<file path="src/rtl/mc_control_fsm.sv">
// mc_control_fsm
// Multicycle main control state machine for the RV32I core. Walks each
// instruction through fetch, decode, execute, memory and writeback, and
// drives the datapath enables/muxes plus the ALU_Control handshake pair.

module mc_control_fsm (
   input  logic       clk,
   input  logic       rst_i,
   input  logic [6:0] opcode_i,
   input  logic       mem_ready_i,
   output logic       pc_write_o,
   output logic       pc_write_cond_o,
   output logic       pc_source_o,
   output logic       lord_o,
   output logic       mem_read_o,
   output logic       mem_write_o,
   output logic       ir_write_o,
   output logic       reg_write_o,
   output logic       mem_to_reg_o,
   output logic [1:0] alu_src_a_o,
   output logic [1:0] alu_src_b_o,
   output logic [1:0] ALU_CO_o,
   output logic       is_immediate_o,
   output logic       illegal_o,
   output logic [3:0] state_o
);

   localparam logic [3:0] S_FETCH    = 4'd0;
   localparam logic [3:0] S_DECODE   = 4'd1;
   localparam logic [3:0] S_MEMADR   = 4'd2;
   localparam logic [3:0] S_MEMREAD  = 4'd3;
   localparam logic [3:0] S_MEMWB    = 4'd4;
   localparam logic [3:0] S_MEMWRITE = 4'd5;
   localparam logic [3:0] S_EXECR    = 4'd6;
   localparam logic [3:0] S_EXECI    = 4'd7;
   localparam logic [3:0] S_ALUWB    = 4'd8;
   localparam logic [3:0] S_BRANCH   = 4'd9;
   localparam logic [3:0] S_JAL      = 4'd10;
   localparam logic [3:0] S_JALR     = 4'd11;
   localparam logic [3:0] S_LUI      = 4'd12;
   localparam logic [3:0] S_AUIPC    = 4'd13;

   logic [3:0] r_state;
   logic       r_illegal;
   logic [3:0] w_next;
   logic       w_decodeIllegal;

   logic       w_pcWrite;
   logic       w_pcWriteCond;
   logic       w_irWrite;
   logic       w_regWrite;
   logic       w_memWrite;

   // Next-state selection; DECODE also flags opcodes we do not implement
   always_comb begin
      w_next          = S_FETCH;
      w_decodeIllegal = 1'b0;
      case (r_state)
         S_FETCH:    w_next = mem_ready_i ? S_DECODE : S_FETCH;
         S_DECODE: begin
            case (opcode_i)
               7'b0000011,
               7'b0100011: w_next = S_MEMADR;
               7'b0110011: w_next = S_EXECR;
               7'b0010011: w_next = S_EXECI;
               7'b1100011: w_next = S_BRANCH;
               7'b1101111: w_next = S_JAL;
               7'b1100111: w_next = S_JALR;
               7'b0110111: w_next = S_LUI;
               7'b0010111: w_next = S_AUIPC;
               default: begin
                  w_next          = S_FETCH;
                  w_decodeIllegal = 1'b1;
               end
            endcase
         end
         S_MEMADR:   w_next = opcode_i[5] ? S_MEMWRITE : S_MEMREAD;
         S_MEMREAD:  w_next = mem_ready_i ? S_MEMWB : S_MEMREAD;
         S_MEMWB:    w_next = S_FETCH;
         S_MEMWRITE: w_next = mem_ready_i ? S_FETCH : S_MEMWRITE;
         S_EXECR:    w_next = S_ALUWB;
         S_EXECI:    w_next = S_ALUWB;
         S_ALUWB:    w_next = S_FETCH;
         S_BRANCH:   w_next = S_FETCH;
         S_JAL:      w_next = S_ALUWB;
         S_JALR:     w_next = S_JAL;
         S_LUI:      w_next = S_ALUWB;
         S_AUIPC:    w_next = S_ALUWB;
         default:    w_next = S_FETCH;
      endcase
   end

   // State register and the sticky illegal-opcode flag
   always_ff @(posedge clk or posedge rst_i) begin
      if (rst_i) begin
         r_state   <= S_FETCH;
         r_illegal <= 1'b0;
      end else begin
         r_state <= w_next;
         if (w_decodeIllegal) begin
            r_illegal <= 1'b1;
         end
      end
   end

   // Moore output decode; only FETCH looks at mem_ready_i so a wait loads nothing
   always_comb begin
      w_pcWrite       = 1'b0;
      w_pcWriteCond   = 1'b0;
      w_irWrite       = 1'b0;
      w_regWrite      = 1'b0;
      w_memWrite      = 1'b0;
      pc_source_o     = 1'b0;
      lord_o          = 1'b0;
      mem_read_o      = 1'b0;
      mem_to_reg_o    = 1'b0;
      alu_src_a_o     = 2'b00;
      alu_src_b_o     = 2'b00;
      ALU_CO_o        = 2'b00;
      is_immediate_o  = 1'b0;
      case (r_state)
         S_FETCH: begin
            mem_read_o  = 1'b1;
            alu_src_b_o = 2'b01;
            w_irWrite   = mem_ready_i;
            w_pcWrite   = mem_ready_i;
         end
         S_DECODE: begin
            alu_src_a_o = 2'b01;
            alu_src_b_o = 2'b10;
         end
         S_MEMADR: begin
            alu_src_a_o = 2'b10;
            alu_src_b_o = 2'b10;
         end
         S_MEMREAD: begin
            mem_read_o = 1'b1;
            lord_o     = 1'b1;
         end
         S_MEMWB: begin
            w_regWrite   = 1'b1;
            mem_to_reg_o = 1'b1;
         end
         S_MEMWRITE: begin
            w_memWrite = 1'b1;
            lord_o     = 1'b1;
         end
         S_EXECR: begin
            alu_src_a_o = 2'b10;
            ALU_CO_o    = 2'b10;
         end
         S_EXECI: begin
            alu_src_a_o    = 2'b10;
            alu_src_b_o    = 2'b10;
            ALU_CO_o       = 2'b10;
            is_immediate_o = 1'b1;
         end
         S_ALUWB: begin
            w_regWrite = 1'b1;
         end
         S_BRANCH: begin
            alu_src_a_o   = 2'b10;
            ALU_CO_o      = 2'b01;
            w_pcWriteCond = 1'b1;
            pc_source_o   = 1'b1;
         end
         S_JAL: begin
            alu_src_a_o = 2'b01;
            alu_src_b_o = 2'b01;
            w_pcWrite   = 1'b1;
            pc_source_o = 1'b1;
         end
         S_JALR: begin
            alu_src_a_o = 2'b10;
            alu_src_b_o = 2'b10;
         end
         S_LUI: begin
            alu_src_a_o = 2'b11;
            alu_src_b_o = 2'b10;
         end
         S_AUIPC: begin
            alu_src_a_o = 2'b01;
            alu_src_b_o = 2'b10;
         end
         default: begin
         end
      endcase
   end

   // Write enables are squashed for the whole time reset is held
   assign pc_write_o      = w_pcWrite     & ~rst_i;
   assign pc_write_cond_o = w_pcWriteCond & ~rst_i;
   assign ir_write_o      = w_irWrite     & ~rst_i;
   assign reg_write_o     = w_regWrite    & ~rst_i;
   assign mem_write_o     = w_memWrite    & ~rst_i;

   assign illegal_o = r_illegal;
   assign state_o   = r_state;

endmodule

</file>
<file path="config.mk">
export PLATFORM = sky130hd
export DESIGN_NAME = mc_control_fsm
export DESIGN_NICKNAME = d
export VERILOG_FILES = /design/src/rtl/mc_control_fsm.sv
export SDC_FILE = /design/constraint.sdc
export NUM_CORES = 1
export LEC_CHECK = 0
export CAP_MARGIN = 20
export CORE_MARGIN = 5
export CORE_UTILIZATION = 41
export CTS_BUF_LIST = sky130_fd_sc_hd__clkbuf_8
export CTS_CLUSTER_DIAMETER = 120
export DETAILED_ROUTE_END_ITERATION = 8
export PLACE_DENSITY = 0.9
export SLEW_MARGIN = 20
export SYNTH_ARGS = -nofsm -noshare
export SYNTH_HDL_FRONTEND = slang
export SYNTH_SLANG_ARGS = --single-unit
</file>
<file path="constraint.sdc">
create_clock -name clk -period 1.45 [get_ports clk]
set_clock_uncertainty 0.1 [all_clocks]
set_input_delay 0.2175 -clock clk [delete_from_list [all_inputs] [get_ports clk]]
set_output_delay 0.2175 -clock clk [all_outputs]
set_load 0.01 [all_outputs]
</file>
==> results of run 1 <==
logic make-up after synthesis:
| kind of cell | synth area share [%] |
|---|---|
| XOR/XNOR | 4.10 |
| flip-flops | 19.5 |
| AO/OA/AOI/OAI | 25.4 |
| multiplexers | 1.76 |
| buffers and inverters | 8.59 |
| AND/OR/NAND/NOR | 40.6 |
metrics by stage:
stage / hold slack [ns] / util [%]
3_5_place_dp: 0.415 / 76.5
4_1_cts: 0.423 / 87.5
3_3_place_gp: 0.408 / 76.5
2_1_floorplan: -0.104 / -
timing repair:
| item | CTS |
|---|---|
| endpoints found under the setup margin | 24 |
| pin swaps | 6 |
| setup buffers | 12 |
| resized for setup | 100 |
| hold buffers | 0 |
| gates cloned | 0 |
==> out/metrics.yaml, run 1 <==
clocking:
  htree_num_levels: 1
  clockRootBuffer: "clkbuf_8"
  cts_buffer_depth: 2
  cts_buffers: 3
  cts.sinks: 5
placed_design:
  hpwl_mm: 1.83
  io_buffers: 30
  gp_congestion: 0.805
  placed_cells: 147
  pre_cts_slack_ns: -0.546
  place_area_mm2: 0.00114
synth:
  synthTopCellsByCount: "nand2b_1 (7), nor2_1 (7), nor3_1 (7)"
  synthCells: 83
  syn_area_um2: 641
  ys_seq_area_share_pct: 19.5
  synth_fp_nets: 93
  avgSynthCellArea_um2: 7.72
  yosysTopAreaCellShare_pct: 19.5
  synth_cell_types: 36
  synth_area_leaders: "dfrtp_1 (20%), nand2b_1 (6.8%), nor3_1 (5.5%), nor2_1 (4.1%), a21oi_1 (3.9%)"
  ys.flop_type: "dfrtp_1"
  ys_ff_latch: 5
  yosysWarnings: 0
  synth-edff-count: 0
  async_reset_ff_share_pct: 100
  synth_top_cell_by_area: "dfrtp_1"
die:
  io-pin-count: 31
  rows: 14
  initial_core_util_pct: 43.0
  dieHeight_um: 49.5
  die_w_um: 49.5
sta:
  endpoint_type: "output port"
  grt_worst_setup_endpoint: "alu_src_b_o[1]"
outcome:
  status: "aborted with a tool error"
  error: "[ERROR DPL-0038] Utilization greater than 100%, impossible to legalize"
  stop_stage: "global routing (5_1_grt)"
global_routing:
  grt_max_degree: 11
==> run 2, diff against run 1 <==
--- a/config.mk
+++ b/config.mk
@@ -6,12 +6,10 @@
 export NUM_CORES = 1
 export LEC_CHECK = 0
 export CAP_MARGIN = 20
-export CORE_MARGIN = 5
-export CORE_UTILIZATION = 41
-export CTS_BUF_LIST = sky130_fd_sc_hd__clkbuf_8
-export CTS_CLUSTER_DIAMETER = 120
+export CORE_AREA = 5 5 66 68
 export DETAILED_ROUTE_END_ITERATION = 8
-export PLACE_DENSITY = 0.9
+export DIE_AREA = 0 0 71 73
+export PLACE_DENSITY_LB_ADDON = 0.15
 export SLEW_MARGIN = 20
 export SYNTH_ARGS = -nofsm -noshare
 export SYNTH_HDL_FRONTEND = slang
==> out/metrics.yaml, run 2 <==
synth:
  async_reset_ff_share_pct: 100  # unchanged
  synth_top_cell_by_area: "dfrtp_1"  # unchanged
  ys_ff_latch: 5  # unchanged
  yosysWarnings: 0  # unchanged
  avgSynthCellArea_um2: 7.72  # unchanged
  synth-edff-count: 0  # unchanged
  syn_area_um2: 641  # unchanged
  synthTopCellsByCount: "nand2b_1 (7), nor2_1 (7), nor3_1 (7)"  # unchanged
  synth_cell_types: 36  # unchanged
  ys.flop_type: "dfrtp_1"  # unchanged
  synth_fp_nets: 93  # unchanged
  synth_area_leaders: "dfrtp_1 (20%), nand2b_1 (6.8%), nor3_1 (5.5%), nor2_1 (4.1%), a21oi_1 (3.9%)"  # unchanged
  synthCells: 83  # unchanged
  yosysTopAreaCellShare_pct: 19.5  # unchanged
  ys_seq_area_share_pct: 19.5  # unchanged
worst_setup_path:
  critPathMaxStageDelay_ns: 0.44
  endpoint_kind: "primary output"
  reg2reg_depth: 5
  crit_type: "reg -> out"
  startpoint_type: "flop"
  path_max_fanout: 5
  r2r_slack_ns: -0.27
  worstPathRequired_ns: 1.13
  r2r_start: "state_o[2]$_DFF_PP0_"
  cp_slowest_cell: "dfrtp_2"
  arrival_ns: 1.47
  worstPathCellList: "buf_6 -> buf_4 -> nor2b_2 -> a21oi_1 -> o22ai_2 -> buf_2"
  r2r-end: "state_o[0]$_DFF_PP0_"
route:
  viasPerCell: 4.41
  avgRoutedWirePerCell_um: 13.1
  num_vias: 934
  postRouteAntennaNets: 0
  drt_iter0_drc: 24
  drcViolationCount: 0
  first_pass_iters: 4
  wirelength_mm: 2.78
global_routing:
  antenna_found_initial: 0
  grt_pass1_wl_mm: 4.66
  grt_usage_pct: 11.0
  grt_pass1_vias: 985
  grt_max_degree: 14
  grt_remaining_overflow: 0
sta:
  slew_headroom_pct: 73.7
  fmax_ghz: 0.558
  rsz0062_at_grt: "yes"
  tns_ns: -4.51
  tightest_slew_ns: 0.393
  postLayoutSetupSlackWorst_ns: -0.341
  report.final.slew_viol_count: 0
  finalHoldViolCount: 0
  fin_crit_ns: 1.79
  min_period_over_period_pct: 123
  finalSetupViolations: 22
placed_design:
  io_buffers: 30  # unchanged
  hpwl_mm: 1.85  # was 1.83 mm
  place_area_mm2: 0.00123  # was 0.00114 mm2
  gp_congestion: 0.785  # was 0.805
finish:
  antenna_cells: 0
  largest_register_ffs: 4
  fin_nets: 173
  fin_area_mm2: 0.00159
  syn_to_final_growth_pct: 148
  mostFrequentLayoutCells: "buf_4 (39), buf_6 (16), buf_2 (13), clkdlybuf4s50_1 (9)"
  drive_above_1_share_pct: 68.5
  final_common_cell: "buf_4"
clocking:
  cts_buffer_depth: 2  # unchanged
  clk_latency_ns: 0.22
  cts_buffers: 3  # unchanged
  hold_buffers: 0  # unchanged
  clkSlewWorstSetupHoldPaths_ns: 0.04
  htree_num_levels: 1  # unchanged
  cts.sinks: 5  # unchanged
  cts_tree: "done"
  clockRootBuffer: "clkbuf_8"  # unchanged
die:
  dieHeight_um: 73  # was 49.5 um
  core_area_mm2: 0.00380
  rows: 23  # was 14
  io-pin-count: 31  # unchanged
  die_w_um: 71  # was 49.5 um
  die_area_mm2: 0.00518
  initial_core_util_pct: 16.9  # was 43.0%
min_path:
  min_from: "illegal_o$_DFFE_PP0P_"
  whs_path_depth: 1
  hp-class: "reg -> reg"
  hold_end: "illegal_o$_DFFE_PP0P_"
job:
  max_cap_violations: 0
outcome:
  status: "finished with violations"  # was aborted with a tool error
  violations: "setup timing"
pwr:
  power.leakage_nw: 0.684
  ir_drop_mv: 0.226
  power_density_mw_per_mm2: 523
-- run 2: cell counts after synthesis --
Identical to the previous run, type by type.
-- run 2: kinds of logic (layout without fill, tap and decap cells) --
family,Yosys count,count (layout),synth area share (%)
AO/OA/AOI/OAI,22,22,25.4
buffers and inverters,10,89,8.59
flip-flops,5,5,19.5
multiplexers,1,1,1.76
AND/OR/NAND/NOR,42,42,40.6
XOR/XNOR,3,3,4.10
-- run 2: per-stage QoR --
stage          cells  worst slack [ns]  hold WS [ns]  power [mW]  utilization [%]
2_1_floorplan     83           -0.0539        -0.104       0.313                -
3_3_place_gp     187            -0.516         0.411       0.496             32.3
3_5_place_dp     187            -0.570         0.426       0.498             32.3
4_1_cts          202            -0.317         0.433       0.794             37.7
5_1_grt          212            -0.378         0.446       0.877             41.8
6_report         212            -0.341         0.422       0.829             41.8
-- run 2: worst max-delay path by stage --
| stage | start | endpoint | slack [ns] | cells past startpoint |
|---|---|---|---|---|
| after floorplan | state_o[1]$_DFF_PP0_ | reg_write_o | -0.05 | 3 |
| after global placement | mem_ready_i | pc_write_o | -0.52 | 5 |
| after detailed placement | mem_ready_i | pc_write_o | -0.57 | 5 |
| after CTS | state_o[1]$_DFF_PP0_ | reg_write_o | -0.32 | 5 |
| after global routing | state_o[1]$_DFF_PP0_ | reg_write_o | -0.38 | 5 |
| final | state_o[1]$_DFF_PP0_ | alu_src_a_o[1] | -0.34 | 6 |
-- run 2: cell type report --
cell class / instances / area [um2]
tap: 50 / 62.6
clock buffer: 4 / 45.0
multi-input combinational: 68 / 633
inverter: 3 / 13.8
fill: 393 / 2210
sequential: 5 / 130
timing repair buffer: 82 / 702
-- run 2: power breakdown --
group | leakage (nW) | total [mW] | switching, mW | internal [mW]
Clock | 0.0228 | 0.261 | 0.0720 | 0.189
Combinational | 0.604 | 0.411 | 0.182 | 0.228
Sequential | 0.0565 | 0.157 | 0.00979 | 0.147
Total | 0.684 | 0.829 | 0.264 | 0.565
-- run 2: what timing repair did --
action | 4_1_cts | 5_1_grt
cloned | 1 | 0
pin swaps | 8 | 6
resized for setup | 102 | 28
buffers inserted | 11 | 10
endpoints found under the setup margin | 25 | 23
-- run 2: routing by layer --
layer	wire length, um	global-route usage (%)	vias to the layer above
li1	-	-	463
met1	1230	13.1	444
met2	1420	20.3	23
met3	112	2.20	4
met4	14	2.30	0
met5	0	0	-
-- run 2: worst max-delay path, delay by kind of cell, from the launching register on --
kind	cells	cell delay, ns
buffers and inverters	3	0.41
flip-flops	1	0.44
AO/OA/AOI/OAI	2	0.24
AND/OR/NAND/NOR	1	0.16
No activity file was read; power rests on OpenSTA's default activity.
==> run 3, diff against run 2 <==
--- a/config.mk
+++ b/config.mk
@@ -9,6 +9,7 @@
 export CORE_AREA = 5 5 66 68
 export DETAILED_ROUTE_END_ITERATION = 8
 export DIE_AREA = 0 0 71 73
+export HOLD_SLACK_MARGIN = 0.03
 export PLACE_DENSITY_LB_ADDON = 0.15
 export SLEW_MARGIN = 20
 export SYNTH_ARGS = -nofsm -noshare
==> constraint.sdc (replaced) <==
create_clock -name clk -period 2.1 [get_ports clk]
set_clock_uncertainty 0.1 [all_clocks]
set_input_delay 0.315 -clock clk [delete_from_list [all_inputs] [get_ports clk]]
set_output_delay 0.315 -clock clk [all_outputs]
set_load 0.01 [all_outputs]
==> out/metrics.yaml, run 3 (synthesized netlist as in run 2, its figures left out) <==
sta:
  fin_crit_ns: 1.99
  postLayoutSetupSlackWorst_ns: 0.113  # was -0.341 ns
  report.final.slew_viol_count: 0  # unchanged
  slew_headroom_pct: 78.2  # was 73.7%
  tightest_slew_ns: 0.327  # was 0.393 ns
  min_period_over_period_pct: 94.6
  finalHoldViolCount: 0  # unchanged
  finalSetupViolations: 0  # was 22
  rsz0062_at_grt: "no"  # was yes
  fmax_ghz: 0.503
route:
  num_vias: 796  # was 934
  wirelength_mm: 2.11  # was 2.78 mm
  postRouteAntennaNets: 0  # unchanged
  first_pass_iters: 4  # unchanged
  avgRoutedWirePerCell_um: 11.7  # was 13.1 um
  drcViolationCount: 0  # unchanged
  drt_iter0_drc: 13  # was 24
  viasPerCell: 4.42  # was 4.41
worst_setup_path:
  endpoint_kind: "primary output"  # unchanged
  arrival_ns: 1.57  # was 1.47 ns
  worstPathRequired_ns: 1.68  # was 1.13 ns
  crit_type: "reg -> out"  # unchanged
  startpoint_type: "flop"  # unchanged
  r2r_start: "state_o[1]$_DFF_PP0_"  # was state_o[2]$_DFF_PP0_
  r2r_slack_ns: 0.57  # was -0.27 ns
  path_max_fanout: 4  # was 5
  r2r-end: "state_o[0]$_DFF_PP0_"  # unchanged
  reg2reg_depth: 4  # was 5
finish:
  final_util_pct: 31.0  # was 41.8%
  mostFrequentLayoutCells: "buf_4 (19), clkdlybuf4s50_1 (15), dlygate4sd2_1 (12), nor2_1 (7), nor3_1 (7)"  # was buf_4 (39), buf_6 (16), buf_2 (13), clkdlybuf4s50_1 (9)
  largest_register_ffs: 4  # unchanged
  syn_to_final_growth_pct: 84.0  # was 148%
  final_common_cell: "buf_4"  # unchanged
  drive_above_1_share_pct: 27.7  # was 68.5%
  antenna_cells: 0  # unchanged
  fin_nets: 141  # was 173
global_routing:
  grt_remaining_overflow: 0  # unchanged
  grt_pass1_vias: 766  # was 985
  grt_max_degree: 12  # was 14
  grt_pass1_wl_mm: 3.47  # was 4.66 mm
  grt_usage_pct: 8.37  # was 11.0%
  antenna_found_initial: 0  # unchanged
clocking:
  clk_latency_ns: 0.23  # was 0.22 ns
  cts_buffer_depth: 2  # unchanged
  cts_buffers: 3  # unchanged
  htree_num_levels: 1  # unchanged
  clockRootBuffer: "clkbuf_8"  # unchanged
  cts_tree: "done"  # unchanged
  hold_buffers: 0  # unchanged
  cts.sinks: 5  # unchanged
  clkSlewWorstSetupHoldPaths_ns: 0.04  # about the same
min_path:
  whs_path_depth: 1  # unchanged
  hold_end: "illegal_o$_DFFE_PP0P_"  # unchanged
  hp-class: "reg -> reg"  # unchanged
  min_from: "illegal_o$_DFFE_PP0P_"  # unchanged
die:
  initial_core_util_pct: 16.9  # unchanged
  dieHeight_um: 73  # unchanged
  io-pin-count: 31  # unchanged
  die_area_mm2: 0.00518  # unchanged
  core_area_mm2: 0.00380  # unchanged
  die_w_um: 71  # unchanged
  rows: 23  # unchanged
job:
  max_cap_violations: 0  # unchanged
placed_design:
  hpwl_mm: 1.67  # was 1.85 mm
  io_buffers: 30  # unchanged
  gp_congestion: 0.684  # was 0.785
  pre_cts_slack_ns: -0.244  # was -0.570 ns
pwr:
  power_density_mw_per_mm2: 422  # was 523 mW/mm2
  power.leakage_nw: 0.534  # was 0.684 nW
  ir_drop_mv: 0.139  # was 0.226 mV
outcome:
  status: "complete, no violations"  # was finished with violations
==> run 3: cell count changes in the layout (fill, tap and decap cells not counted), sizes merged <==
cell,change
dlygate4sd2,+11
dlymetal6s2s,+2
buf,-50
clkdlybuf4s50,+6
clkdlybuf4s15,-1
==> run 3: critical path, stage by stage, from the launching register on <==
cell             delay (ns)
dfrtp_1                0.41
nand2b_1               0.17
buf_4                  0.15
nor2_1                 0.08
clkdlybuf4s50_1        0.54
==> run 3: worst max-delay path by stage <==
stage,endpoint,from
6_report,ALU_CO_o[0],state_o[2]$_DFF_PP0_
5_1_grt,ALU_CO_o[0],state_o[2]$_DFF_PP0_
4_1_cts,ALU_CO_o[1],state_o[3]$_DFF_PP0_
3_5_place_dp,pc_write_o,mem_ready_i
3_3_place_gp,pc_write_o,mem_ready_i
2_1_floorplan,reg_write_o,state_o[1]$_DFF_PP0_
==> run 3: cell type report <==
| cell class | count | area, um2 |
|---|---|---|
| tap | 50 | 62.6 |
| inverter | 3 | 11.3 |
| clock buffer | 4 | 45.0 |
| multi-input combinational | 68 | 484 |
| timing repair buffer | 50 | 447 |
| fill | 437 | 2620 |
| sequential | 5 | 129 |
==> run 3: layer usage <==
layer	track usage [%]	vias up	routed length, um
li1	-	399	-
met1	9.65	374	942
met2	14.5	21	1030
met3	3.03	2	118
met4	2.51	0	18
met5	0	-	0
==> run 3: metrics by stage <==
stage / setup TNS (ns) / hold slack, ns / total power [mW] / instance area, um2 / cells
2_1_floorplan: 0 / -0.00648 / 0.208 / 641 / 83
3_3_place_gp: -0.524 / 0.420 / 0.313 / 1070 / 171
3_5_place_dp: -0.500 / 0.415 / 0.313 / 1070 / 171
4_1_cts: 0 / 0.423 / 0.505 / 1170 / 180
5_1_grt: 0 / 0.441 / 0.530 / 1180 / 180
6_report: 0 / 0.420 / 0.497 / 1180 / 180
==> run 3: report_power, final <==
part           total (mW)  switching [mW]  internal [mW]
Combinational       0.206          0.0928          0.113
Clock               0.182          0.0517          0.131
Sequential          0.109         0.00722          0.102
Total               0.497           0.152          0.346
==> run 3: what timing repair did <==
item                       4_1_cts  5_1_grt
setup endpoints to repair       15        3
setup buffers                    5        0
resized for setup               20        3
==> run 4, diff against run 3 <==
==> constraint.sdc (replaced) <==
create_clock -name clk -period 2.1 [get_ports clk]
set_clock_uncertainty 0.1 [all_clocks]
set_input_delay 0.42 -clock clk [delete_from_list [all_inputs] [get_ports clk]]
set_output_delay 0.42 -clock clk [all_outputs]
set_load 0.01 [all_outputs]
==> out/metrics.yaml, run 4 (synthesized netlist as in run 2, its figures left out) <==
finish:
  mostFrequentLayoutCells: "buf_4 (21), clkdlybuf4s50_1 (13), dlygate4sd2_1 (10), nor3_1 (7)"  # was buf_4 (19), clkdlybuf4s50_1 (15), dlygate4sd2_1 (12), nor2_1 (7), nor3_1 (7)
  final_common_cell: "buf_4"  # unchanged
  fillers: 425  # was 437
  largest_register_ffs: 4  # unchanged
  fin_nets: 143  # was 141
  antenna_cells: 0  # unchanged
  fin_area_mm2: 0.00119  # was 0.00118 mm2
  drive_above_1_share_pct: 31.8  # was 27.7%
  syn_to_final_growth_pct: 85.9  # was 84.0%
route:
  wirelength_mm: 2.09  # was 2.11 mm
  num_vias: 785  # was 796
  drcViolationCount: 0  # unchanged
  avgRoutedWirePerCell_um: 11.5  # was 11.7 um
  postRouteAntennaNets: 0  # unchanged
  viasPerCell: 4.31  # was 4.42
  first_pass_iters: 4  # unchanged
  drt_iter0_drc: 10  # was 13
worst_setup_path:
  r2r_start: "state_o[0]$_DFF_PP0_"  # was state_o[1]$_DFF_PP0_
  crit_type: "in -> out"  # was reg -> out
  r2r_slack_ns: 0.54  # was 0.57 ns
  endpoint_kind: "primary output"  # unchanged
  startpoint_type: "primary input"  # was flop
  reg2reg_depth: 5  # was 4
  r2r-end: "state_o[0]$_DFF_PP0_"  # unchanged
  worstPathRequired_ns: 1.58  # was 1.68 ns
  arrival_ns: 1.50  # was 1.57 ns
  path_max_fanout: 2  # was 4
die:
  io-pin-count: 31  # unchanged
  rows: 23  # unchanged
  core_area_mm2: 0.00380  # unchanged
  die_area_mm2: 0.00518  # unchanged
  die_w_um: 71  # unchanged
  dieHeight_um: 73  # unchanged
  initial_core_util_pct: 16.9  # unchanged
clocking:
  clk_latency_ns: 0.22  # was 0.23 ns
  clkSlewWorstSetupHoldPaths_ns: 0.04  # about the same
  clockRootBuffer: "clkbuf_8"  # unchanged
  cts_buffer_depth: 2  # unchanged
  htree_num_levels: 1  # unchanged
  cts_tree: "done"  # unchanged
  cts.sinks: 5  # unchanged
  cts_buffers: 3  # unchanged
pwr:
  pwr-share-comb_pct: 41.9  # was 41.4%
  power.leakage_nw: 0.526  # was 0.534 nW
  p_switching_mw: 0.147  # was 0.152 mW
  p_sw_share_pct: 29.9  # was 30.5%
  power_density_mw_per_mm2: 411  # was 422 mW/mm2
  pwr-share-seq_pct: 22.3  # was 21.9%
  ir_drop_mv: 0.151  # was 0.139 mV
  cellInternalPower_mw: 0.343  # was 0.346 mW
  clockPowerShare_pct: 35.8  # was 36.7%
sta:
  report.final.slew_viol_count: 0  # unchanged
  tns_ns: 0  # unchanged
  tightest_slew_ns: 0.283  # was 0.327 ns
  fin_crit_ns: 2.02  # was 1.99 ns
  slew_headroom_pct: 81.1  # was 78.2%
  finalSetupViolations: 0  # unchanged
  rsz0062_at_grt: "yes"  # was no
  min_period_over_period_pct: 96.4  # was 94.6%
  finalHoldViolCount: 0  # unchanged
  fmax_ghz: 0.494  # was 0.503 GHz
global_routing:
  antenna_found_initial: 0  # unchanged
  grt_remaining_overflow: 0  # unchanged
  grt_max_degree: 12  # unchanged
  grt_pass1_wl_mm: 3.50  # was 3.47 mm
  grt_usage_pct: 8.20  # was 8.37%
  grt_pass1_vias: 751  # was 766
job:
  max_cap_violations: 0  # unchanged
placed_design:
  hpwl_mm: 1.73  # was 1.67 mm
  place_area_mm2: 0.00112  # was 0.00107 mm2
  gp_congestion: 0.670  # was 0.684
  io_buffers: 30  # unchanged
outcome:
  status: "complete, no violations"  # unchanged
min_path:
  hp-class: "in -> async"  # was reg -> reg
-- run 4: power by group through the flow --
stage	Sequential, mW	Combinational (mW)	Clock (mW)
final	0.109	0.205	0.175
after global routing	0.111	0.226	0.189
after CTS	0.110	0.207	0.179
after detailed placement	0.111	0.210	0
after global placement	0.111	0.210	0
after floorplan	0.108	0.100	0
-- run 4: through the flow --
stage	worst slack (ns)	total power [mW]	utilization (%)	hold slack (ns)	cells
after floorplan	0.267	0.208	-	0.0985	83
after global placement	-0.469	0.321	29.4	0.418	177
after detailed placement	-0.450	0.321	29.4	0.420	177
after CTS	-0.0114	0.495	30.9	0.431	182
after global routing	-0.00868	0.526	31.4	0.283	182
final	0.0757	0.490	31.4	0.251	182
-- run 4: worst max-delay path: stages --
cell,delay (ns)
clkdlybuf4s50_1,0.48
nand2b_1,0.07
o21ai_0,0.14
nor4b_2,0.21
buf_2,0.18
-- run 4: cell type report --
| class | count | area [um2] | area share [%] |
|---|---|---|---|
| multi-input cells | 68 | 492 | 41.3 |
| repair buffers | 52 | 452 | 37.9 |
| flip-flops and latches | 5 | 129 | 10.8 |
| well taps | 50 | 62.6 | 5.25 |
| clock buffers | 4 | 45.0 | 3.78 |
| inverters | 3 | 11.3 | 0.945 |
-- run 4: how the worst max path moves through the flow --
stage / from / to / slack, ns / depth (start not counted)
2_1_floorplan: state_o[1]$_DFF_PP0_ / reg_write_o / 0.27 / 3
3_3_place_gp: mem_ready_i / pc_write_o / -0.47 / 5
3_5_place_dp: mem_ready_i / pc_write_o / -0.45 / 5
4_1_cts: rst_i / reg_write_o / -0.01 / 3
5_1_grt: state_o[1]$_DFF_PP0_ / reg_write_o / -0.009 / 3
6_report: mem_ready_i / pc_write_o / 0.08 / 5
-- run 4: what timing repair did --
action	4_1_cts	5_1_grt
hold buffers	0	0
pin swaps	0	0
gates cloned	0	0
buffers inserted	1	0
setup endpoints to repair	17	7
gates resized for setup	25	11
-- run 4: per-layer routing --
layer | track usage (%) | part of all wire, % | vias up
met5 | 0 | 0 | -
met4 | 0.626 | 0 | 0
met3 | 3.17 | 6.6 | 0
met2 | 13.6 | 47 | 20
met1 | 10.6 | 46 | 363
li1 | - | - | 402
